--- config.mk ---
export PLATFORM = sky130hd
export DESIGN_NAME = ram_port_arbiter_flat
export DESIGN_NICKNAME = d
export VERILOG_FILES = /design/src/rtl/ram_port_arbiter_if.sv /design/src/rtl/ram_port_arbiter.sv /design/src/flat_wrapper.sv
export SDC_FILE = /design/constraint.sdc
export NUM_CORES = 1
export LEC_CHECK = 0
export ABC_AREA = 1
export CAP_MARGIN = 30
export CELL_PAD_IN_SITES_DETAIL_PLACEMENT = 1
export CELL_PAD_IN_SITES_GLOBAL_PLACEMENT = 2
export CORE_MARGIN = 4
export CORE_UTILIZATION = 22
export DETAILED_ROUTE_END_ITERATION = 10
export PLACE_DENSITY = 0.74
export RECOVER_POWER = 25
export SETUP_SLACK_MARGIN = 0.2
export SLEW_MARGIN = 25
export SYNTH_ARGS = -nofsm -noshare
export SYNTH_HDL_FRONTEND = slang
export SYNTH_SLANG_ARGS = --single-unit
--- constraint.sdc ---
create_clock -name clk -period 1.6 [get_ports clk]
set_clock_uncertainty 0.05 [all_clocks]
set_input_delay 0.16 -clock clk [delete_from_list [all_inputs] [get_ports clk]]
set_output_delay 0.16 -clock clk [all_outputs]
set_load 0.005 [all_outputs]
--- src/rtl/ram_port_arbiter_if.sv ---
// Requester ports A/B plus the smallRAM side of ram_port_arbiter, bundled as one interface.
// slave = the arbiter itself; master = everything around it (requesters and the RAM).
interface ram_port_arbiter_if #(
    parameter int ADDR_W = 6,
    parameter int DATA_W = 8
);
    logic              a_req;
    logic              a_wr;
    logic [ADDR_W-1:0] a_addr;
    logic [DATA_W-1:0] a_wdata;
    logic              a_ack;
    logic [DATA_W-1:0] a_rdata;

    logic              b_req;
    logic              b_wr;
    logic [ADDR_W-1:0] b_addr;
    logic [DATA_W-1:0] b_wdata;
    logic              b_ack;
    logic [DATA_W-1:0] b_rdata;

    logic              ram_cs;
    logic              ram_wr;
    logic [ADDR_W-1:0] ram_addr;
    logic [DATA_W-1:0] ram_di;
    logic [DATA_W-1:0] ram_do;

    logic              busy;

    modport slave (
        input  a_req, a_wr, a_addr, a_wdata,
        input  b_req, b_wr, b_addr, b_wdata,
        input  ram_do,
        output a_ack, a_rdata, b_ack, b_rdata,
        output ram_cs, ram_wr, ram_addr, ram_di,
        output busy
    );

    modport master (
        output a_req, a_wr, a_addr, a_wdata,
        output b_req, b_wr, b_addr, b_wdata,
        output ram_do,
        input  a_ack, a_rdata, b_ack, b_rdata,
        input  ram_cs, ram_wr, ram_addr, ram_di,
        input  busy
    );
endinterface

--- src/rtl/ram_port_arbiter.sv ---
// Two-port arbiter/sequencer serialising single-beat reads and writes onto the 64x8 smallRAM.
// Define RAM_ARB_RR_EN for round-robin tie-breaking; otherwise port A wins every tie.
module ram_port_arbiter #(
    parameter int ADDR_W = 6,
    parameter int DATA_W = 8
) (
    input  logic              clk,
    input  logic              rst,
    ram_port_arbiter_if.slave bus
);
    typedef enum logic [1:0] {
        IDLE    = 2'd0,
        ISSUE   = 2'd1,
        RD_WAIT = 2'd2,
        ACK     = 2'd3
    } state_e;

    typedef enum logic {
        PORT_A = 1'b0,
        PORT_B = 1'b1
    } port_e;

    state_e            state_q, state_d;
    port_e             grant_q, grant_d;
    logic              ram_cs_q, ram_cs_d;
    logic              ram_wr_q, ram_wr_d;
    logic [ADDR_W-1:0] ram_addr_q, ram_addr_d;
    logic [DATA_W-1:0] ram_di_q, ram_di_d;
    logic              a_ack_q, a_ack_d;
    logic              b_ack_q, b_ack_d;
    logic [DATA_W-1:0] a_rdata_q, a_rdata_d;
    logic [DATA_W-1:0] b_rdata_q, b_rdata_d;
    logic              busy_q, busy_d;
`ifdef RAM_ARB_RR_EN
    port_e             last_grant_q, last_grant_d;
`endif

    port_e             winner;
    logic              any_req;

    // Tie-break between simultaneous requests; a lone requester always wins.
    always_comb begin
        any_req = bus.a_req | bus.b_req;
`ifdef RAM_ARB_RR_EN
        if (bus.a_req && bus.b_req) begin
            winner = (last_grant_q == PORT_A) ? PORT_B : PORT_A;
        end else if (bus.a_req) begin
            winner = PORT_A;
        end else begin
            winner = PORT_B;
        end
`else
        winner = bus.a_req ? PORT_A : PORT_B;
`endif
    end

    always_comb begin
        state_d    = state_q;
        grant_d    = grant_q;
        ram_cs_d   = 1'b0;
        ram_wr_d   = ram_wr_q;
        ram_addr_d = ram_addr_q;
        ram_di_d   = ram_di_q;
        a_ack_d    = 1'b0;
        b_ack_d    = 1'b0;
        a_rdata_d  = a_rdata_q;
        b_rdata_d  = b_rdata_q;
`ifdef RAM_ARB_RR_EN
        last_grant_d = last_grant_q;
`endif

        unique case (state_q)
            IDLE: begin
                if (any_req) begin
                    grant_d  = winner;
                    ram_cs_d = 1'b1;
                    if (winner == PORT_A) begin
                        ram_wr_d   = bus.a_wr;
                        ram_addr_d = bus.a_addr;
                        ram_di_d   = bus.a_wdata;
                    end else begin
                        ram_wr_d   = bus.b_wr;
                        ram_addr_d = bus.b_addr;
                        ram_di_d   = bus.b_wdata;
                    end
`ifdef RAM_ARB_RR_EN
                    last_grant_d = winner;
`endif
                    state_d = ISSUE;
                end
            end

            // The RAM acts on the edge closing this cycle, so a write can be acked right away.
            ISSUE: begin
                ram_wr_d = 1'b0;
                if (ram_wr_q) begin
                    a_ack_d = (grant_q == PORT_A);
                    b_ack_d = (grant_q == PORT_B);
                    state_d = ACK;
                end else begin
                    state_d = RD_WAIT;
                end
            end

            RD_WAIT: begin
                if (grant_q == PORT_A) begin
                    a_rdata_d = bus.ram_do;
                    a_ack_d   = 1'b1;
                end else begin
                    b_rdata_d = bus.ram_do;
                    b_ack_d   = 1'b1;
                end
                state_d = ACK;
            end

            ACK: begin
                state_d = IDLE;
            end

            default: begin
                state_d = IDLE;
            end
        endcase

        busy_d = (state_d != IDLE);
    end

    always_ff @(posedge clk or posedge rst) begin
        if (rst) begin
            state_q    <= IDLE;
            grant_q    <= PORT_A;
            ram_cs_q   <= 1'b0;
            ram_wr_q   <= 1'b0;
            ram_addr_q <= '0;
            ram_di_q   <= '0;
            a_ack_q    <= 1'b0;
            b_ack_q    <= 1'b0;
            a_rdata_q  <= '0;
            b_rdata_q  <= '0;
            busy_q     <= 1'b0;
`ifdef RAM_ARB_RR_EN
            last_grant_q <= PORT_B;
`endif
        end else begin
            state_q    <= state_d;
            grant_q    <= grant_d;
            ram_cs_q   <= ram_cs_d;
            ram_wr_q   <= ram_wr_d;
            ram_addr_q <= ram_addr_d;
            ram_di_q   <= ram_di_d;
            a_ack_q    <= a_ack_d;
            b_ack_q    <= b_ack_d;
            a_rdata_q  <= a_rdata_d;
            b_rdata_q  <= b_rdata_d;
            busy_q     <= busy_d;
`ifdef RAM_ARB_RR_EN
            last_grant_q <= last_grant_d;
`endif
        end
    end

    assign bus.ram_cs   = ram_cs_q;
    assign bus.ram_wr   = ram_wr_q;
    assign bus.ram_addr = ram_addr_q;
    assign bus.ram_di   = ram_di_q;
    assign bus.a_ack    = a_ack_q;
    assign bus.b_ack    = b_ack_q;
    assign bus.a_rdata  = a_rdata_q;
    assign bus.b_rdata  = b_rdata_q;
    assign bus.busy     = busy_q;

endmodule

--- src/flat_wrapper.sv ---
// flat-port wrapper written by rule: the top's interface ports become plain ports
module ram_port_arbiter_flat 
#(
    parameter int ADDR_W = 6,
    parameter int DATA_W = 8
)
  (clk, rst, bus_a_req, bus_a_wr, bus_a_addr, bus_a_wdata, bus_b_req, bus_b_wr, bus_b_addr, bus_b_wdata, bus_ram_do, bus_a_ack, bus_a_rdata, bus_b_ack, bus_b_rdata, bus_ram_cs, bus_ram_wr, bus_ram_addr, bus_ram_di, bus_busy);
  ram_port_arbiter_if #(.ADDR_W(ADDR_W), .DATA_W(DATA_W)) bus_i ();
  input  logic clk;
  input  logic rst;
  input wire logic [$bits(bus_i.a_req)-1:0] bus_a_req;
  input wire logic [$bits(bus_i.a_wr)-1:0] bus_a_wr;
  input wire logic [$bits(bus_i.a_addr)-1:0] bus_a_addr;
  input wire logic [$bits(bus_i.a_wdata)-1:0] bus_a_wdata;
  input wire logic [$bits(bus_i.b_req)-1:0] bus_b_req;
  input wire logic [$bits(bus_i.b_wr)-1:0] bus_b_wr;
  input wire logic [$bits(bus_i.b_addr)-1:0] bus_b_addr;
  input wire logic [$bits(bus_i.b_wdata)-1:0] bus_b_wdata;
  input wire logic [$bits(bus_i.ram_do)-1:0] bus_ram_do;
  output wire logic [$bits(bus_i.a_ack)-1:0] bus_a_ack;
  output wire logic [$bits(bus_i.a_rdata)-1:0] bus_a_rdata;
  output wire logic [$bits(bus_i.b_ack)-1:0] bus_b_ack;
  output wire logic [$bits(bus_i.b_rdata)-1:0] bus_b_rdata;
  output wire logic [$bits(bus_i.ram_cs)-1:0] bus_ram_cs;
  output wire logic [$bits(bus_i.ram_wr)-1:0] bus_ram_wr;
  output wire logic [$bits(bus_i.ram_addr)-1:0] bus_ram_addr;
  output wire logic [$bits(bus_i.ram_di)-1:0] bus_ram_di;
  output wire logic [$bits(bus_i.busy)-1:0] bus_busy;
  assign bus_i.a_req = bus_a_req;
  assign bus_i.a_wr = bus_a_wr;
  assign bus_i.a_addr = bus_a_addr;
  assign bus_i.a_wdata = bus_a_wdata;
  assign bus_i.b_req = bus_b_req;
  assign bus_i.b_wr = bus_b_wr;
  assign bus_i.b_addr = bus_b_addr;
  assign bus_i.b_wdata = bus_b_wdata;
  assign bus_i.ram_do = bus_ram_do;
  assign bus_a_ack = bus_i.a_ack;
  assign bus_a_rdata = bus_i.a_rdata;
  assign bus_b_ack = bus_i.b_ack;
  assign bus_b_rdata = bus_i.b_rdata;
  assign bus_ram_cs = bus_i.ram_cs;
  assign bus_ram_wr = bus_i.ram_wr;
  assign bus_ram_addr = bus_i.ram_addr;
  assign bus_ram_di = bus_i.ram_di;
  assign bus_busy = bus_i.busy;
  ram_port_arbiter #(.ADDR_W(ADDR_W), .DATA_W(DATA_W)) u_core (.clk(clk), .rst(rst), .bus(bus_i));
endmodule
==> flow_metrics.tcl <==
set metrics [dict create \
    die_height_um 96.2 \
    startpoint "u_core.bus.b_rdata[6]" \
    drt_iter0_drc 62 \
    core_area_um2 7410 \
    ios 77 \
    worstPathCellList "clkdlybuf4s50_1" \
    cts_tree "done" \
    routed_wl_um 5060 \
    cts_hold_buffers 0 \
    clk_path_buf_depth 2 \
    maxCapViolCount 0 \
    grt_pass1_wl_um 7640 \
    p_comb_share_pct 44.4 \
    use_met2_pct 17.5 \
    syn_area_per_cell_um2 8.24 \
    crit_family "buffers and inverters" \
    p_per_area_nw_per_um2 1680 \
    grt_use_total_pct 10.8 \
    drive_above_1_share_pct 10.3 \
    tightest_slew_ns 0.953 \
    fmax_ghz 0.725 \
    period_needed_ns 1.38 \
    r2r_slack_ns 0.33 \
    wl_per_cell_um 12.7 \
    p_leak_nw 1.61 \
    syn-num-nets 253 \
    post-route-worst-setup-slack_ns 0.221 \
    grtUsageMet3_pct 3.36 \
    worstPathArrival_ns 1.17 \
    seq_area_um2 951 \
    die_w_um 96.2 \
    crit_buf_inv 1 \
    outcome "complete, no violations" \
    multi_input_comb_area_um2 628 \
    cts.clk_slew.worst_paths_ns 0.08 \
    slew_headroom_pct 36.4 \
    hold_viol 0 \
    endpoint_kind "output pin" \
    worstRegToRegCells 6 \
    antenna_found_initial 0 \
    htree_levels 2 \
    firstDrtPassIters 4 \
    ir_worst_vdd_uv 397 \
    power.switching_mw 1.55 \
    numCtsBuffers 5 \
    dp_hpwl_um 3530 \
    path_depth 1 \
    power_switching_share_pct 32.7 \
    ant_nets 0 \
    cts_sinks 38 \
    overflow 0 \
    cp.required_ns 1.39 \
    insertion_delay_ns 0.29 \
    yosysSeqAreaShare_pct 55.5 \
    crit_path_max_fanout 2 \
    use_met1_pct 13.7 \
    clkPwrFrac_pct 20.8 \
    slew_violations 0 \
    die_area_um2 9260 \
    setup_tns_ns 0 \
    ys_warn_count 0 \
    routed_via_density 3.99 \
    synth_area_um2 1710 \
    start_util_pct 23.1 \
    power.internal_mw 3.20 \
    r2r_end "u_core.bus.ram_di[0]" \
    rows 31 \
    period_share_pct 86.2 \
    io_buffers 76 \
    synthCells 208 \
    rsz0062_at_grt "true" \
    grt.busiest_layer "met2" \
    post-place-ws_ns 0.189 \
    worstSetupEndpoint "bus_b_rdata[6]" \
    slowest_stage "clkdlybuf4s50_1" \
    cts_root_buf "clkbuf_8" \
    r2r_start "u_core.state_q[0]" \
    grt_pass1_vias 1525 \
    gp_congestion 0.658 \
    num_antenna_cells 0 \
    slowest_delay_ns 0.51 \
    grt_start_max_net_pins 39 \
    setup_viol 0 \
    syn2layout_area_growth_pct 65.3 \
    power_frac_seq_pct 34.8 \
    nets 344 \
    min_path_type "input port to register" \
    synth_seq_cells 38 \
    setup.worst_path.start_class "register" \
    fillerInstances 871 \
    critical_path_class "register to output pin" \
    drc 0 \
    ys_types 14 \
    vias 1593 \
]
## sequential cells by signal, indices dropped and copies added (netlist names)
| signal | count |
|---|---|
| u_core.bus.ram_di | 8 |
| u_core.bus.b_ack | 1 |
| u_core.bus.ram_addr | 6 |
| u_core.bus.b_rdata | 8 |
| u_core.bus.ram_cs | 1 |
| u_core.grant_q | 1 |
| u_core.bus.a_ack | 1 |
| u_core.state_q | 2 |
| u_core.bus.a_rdata | 8 |
| u_core.bus.ram_wr | 1 |
| u_core.bus.busy | 1 |
## layout make-up
| class | instances | share of cell area [%] |
|---|---|---|
| Sequential cell | 38 | 33.6 |
| Timing Repair Buffer | 91 | 32.0 |
| Multi-Input combinational cell | 143 | 22.2 |
| Tap cell | 99 | 4.37 |
| Inverter | 20 | 3.00 |
| Clock buffer | 5 | 2.43 |
| Clock inverter | 3 | 2.43 |
## layout by cell type (no fill, tap or decap), types with 4 or more instances in the layout
cell / count
clkbuf_8: 5
dlymetal6s2s_1: 17
nand2_1: 112
inv_1: 16
buf_4: 14
dfrtp_1: 38
dlygate4sd2_1: 6
nor2_1: 4
o21ai_0: 18
clkdlybuf4s50_1: 52
## synth_stat cells
cell	n	share of area, %
nand2_8	2	2.3
nand2_1	114	25
inv_2	1	0.22
buf_2	3	0.88
ha_1	3	2.2
buf_6	1	0.66
o21ai_0	18	5.3
dfrtp_1	38	56
nand3_1	2	0.58
nor2_1	4	0.88
buf_4	2	0.88
inv_1	17	3.7
inv_6	2	1.0
buf_8	1	0.88
## repair_timing
| item | in CTS | in global routing |
|---|---|---|
| setup buffers | 4 | 8 |
| resized for setup | 6 | 20 |
| setup endpoints to repair | 11 | 54 |
## layer usage
layer | vias to the layer above | part of all wire, %
met5 | - | 0
met2 | 55 | 49
met4 | 0 | 1.1
li1 | 807 | -
met3 | 6 | 7.3
met1 | 725 | 42
## power groups by stage
stage | Clock (mW) | Sequential, mW | Combinational [mW]
after floorplan | 0 | 1.69 | 0.876
after global placement | 0 | 1.69 | 1.99
after detailed placement | 0 | 1.69 | 2.02
after CTS | 1.03 | 1.67 | 2.06
after global routing | 1.07 | 1.71 | 2.39
final | 0.987 | 1.65 | 2.11
## cell families (layout without fill, tap and decap cells)
group | count (synthesis) | after routing | synth area share (%)
buf+inv | 27 | 119 | 8.25
flops | 38 | 38 | 55.5
fa+ha+maj | 3 | 3 | 2.19
simple gates | 122 | 122 | 28.8
compound gates | 18 | 18 | 5.26
## worst min-delay path by stage
stage | startpoint | depth (start not counted) | to | slack (ns)
2_1_floorplan | bus_ram_do[0] | 2 | u_core.bus.a_rdata[0] | 0.27
3_3_place_gp | u_core.bus.ram_di[1] | 2 | u_core.bus.ram_di[1] | 0.41
3_5_place_dp | u_core.bus.ram_di[5] | 2 | u_core.bus.ram_di[5] | 0.42
4_1_cts | rst | 3 | u_core.bus.b_rdata[6] | 0.15
5_1_grt | bus_ram_do[6] | 3 | u_core.bus.b_rdata[6] | 0.40
6_report | bus_ram_do[7] | 3 | u_core.bus.a_rdata[7] | 0.40
## metrics by stage
stage | power, mW | utilization [%] | hold WS (ns) | cell area (um2) | instances
after CTS | 4.76 | 36.9 | 0.151 | 2740 | 391
after global routing | 5.17 | 38.2 | 0.399 | 2830 | 399
after detailed placement | 3.72 | 34.8 | 0.419 | 2580 | 379
after global placement | 3.67 | 34.8 | 0.413 | 2580 | 379
after floorplan | 2.57 | - | 0.269 | 1710 | 208
final | 4.75 | 38.2 | 0.402 | 2830 | 399
No activity file was read; power rests on OpenSTA's default activity.
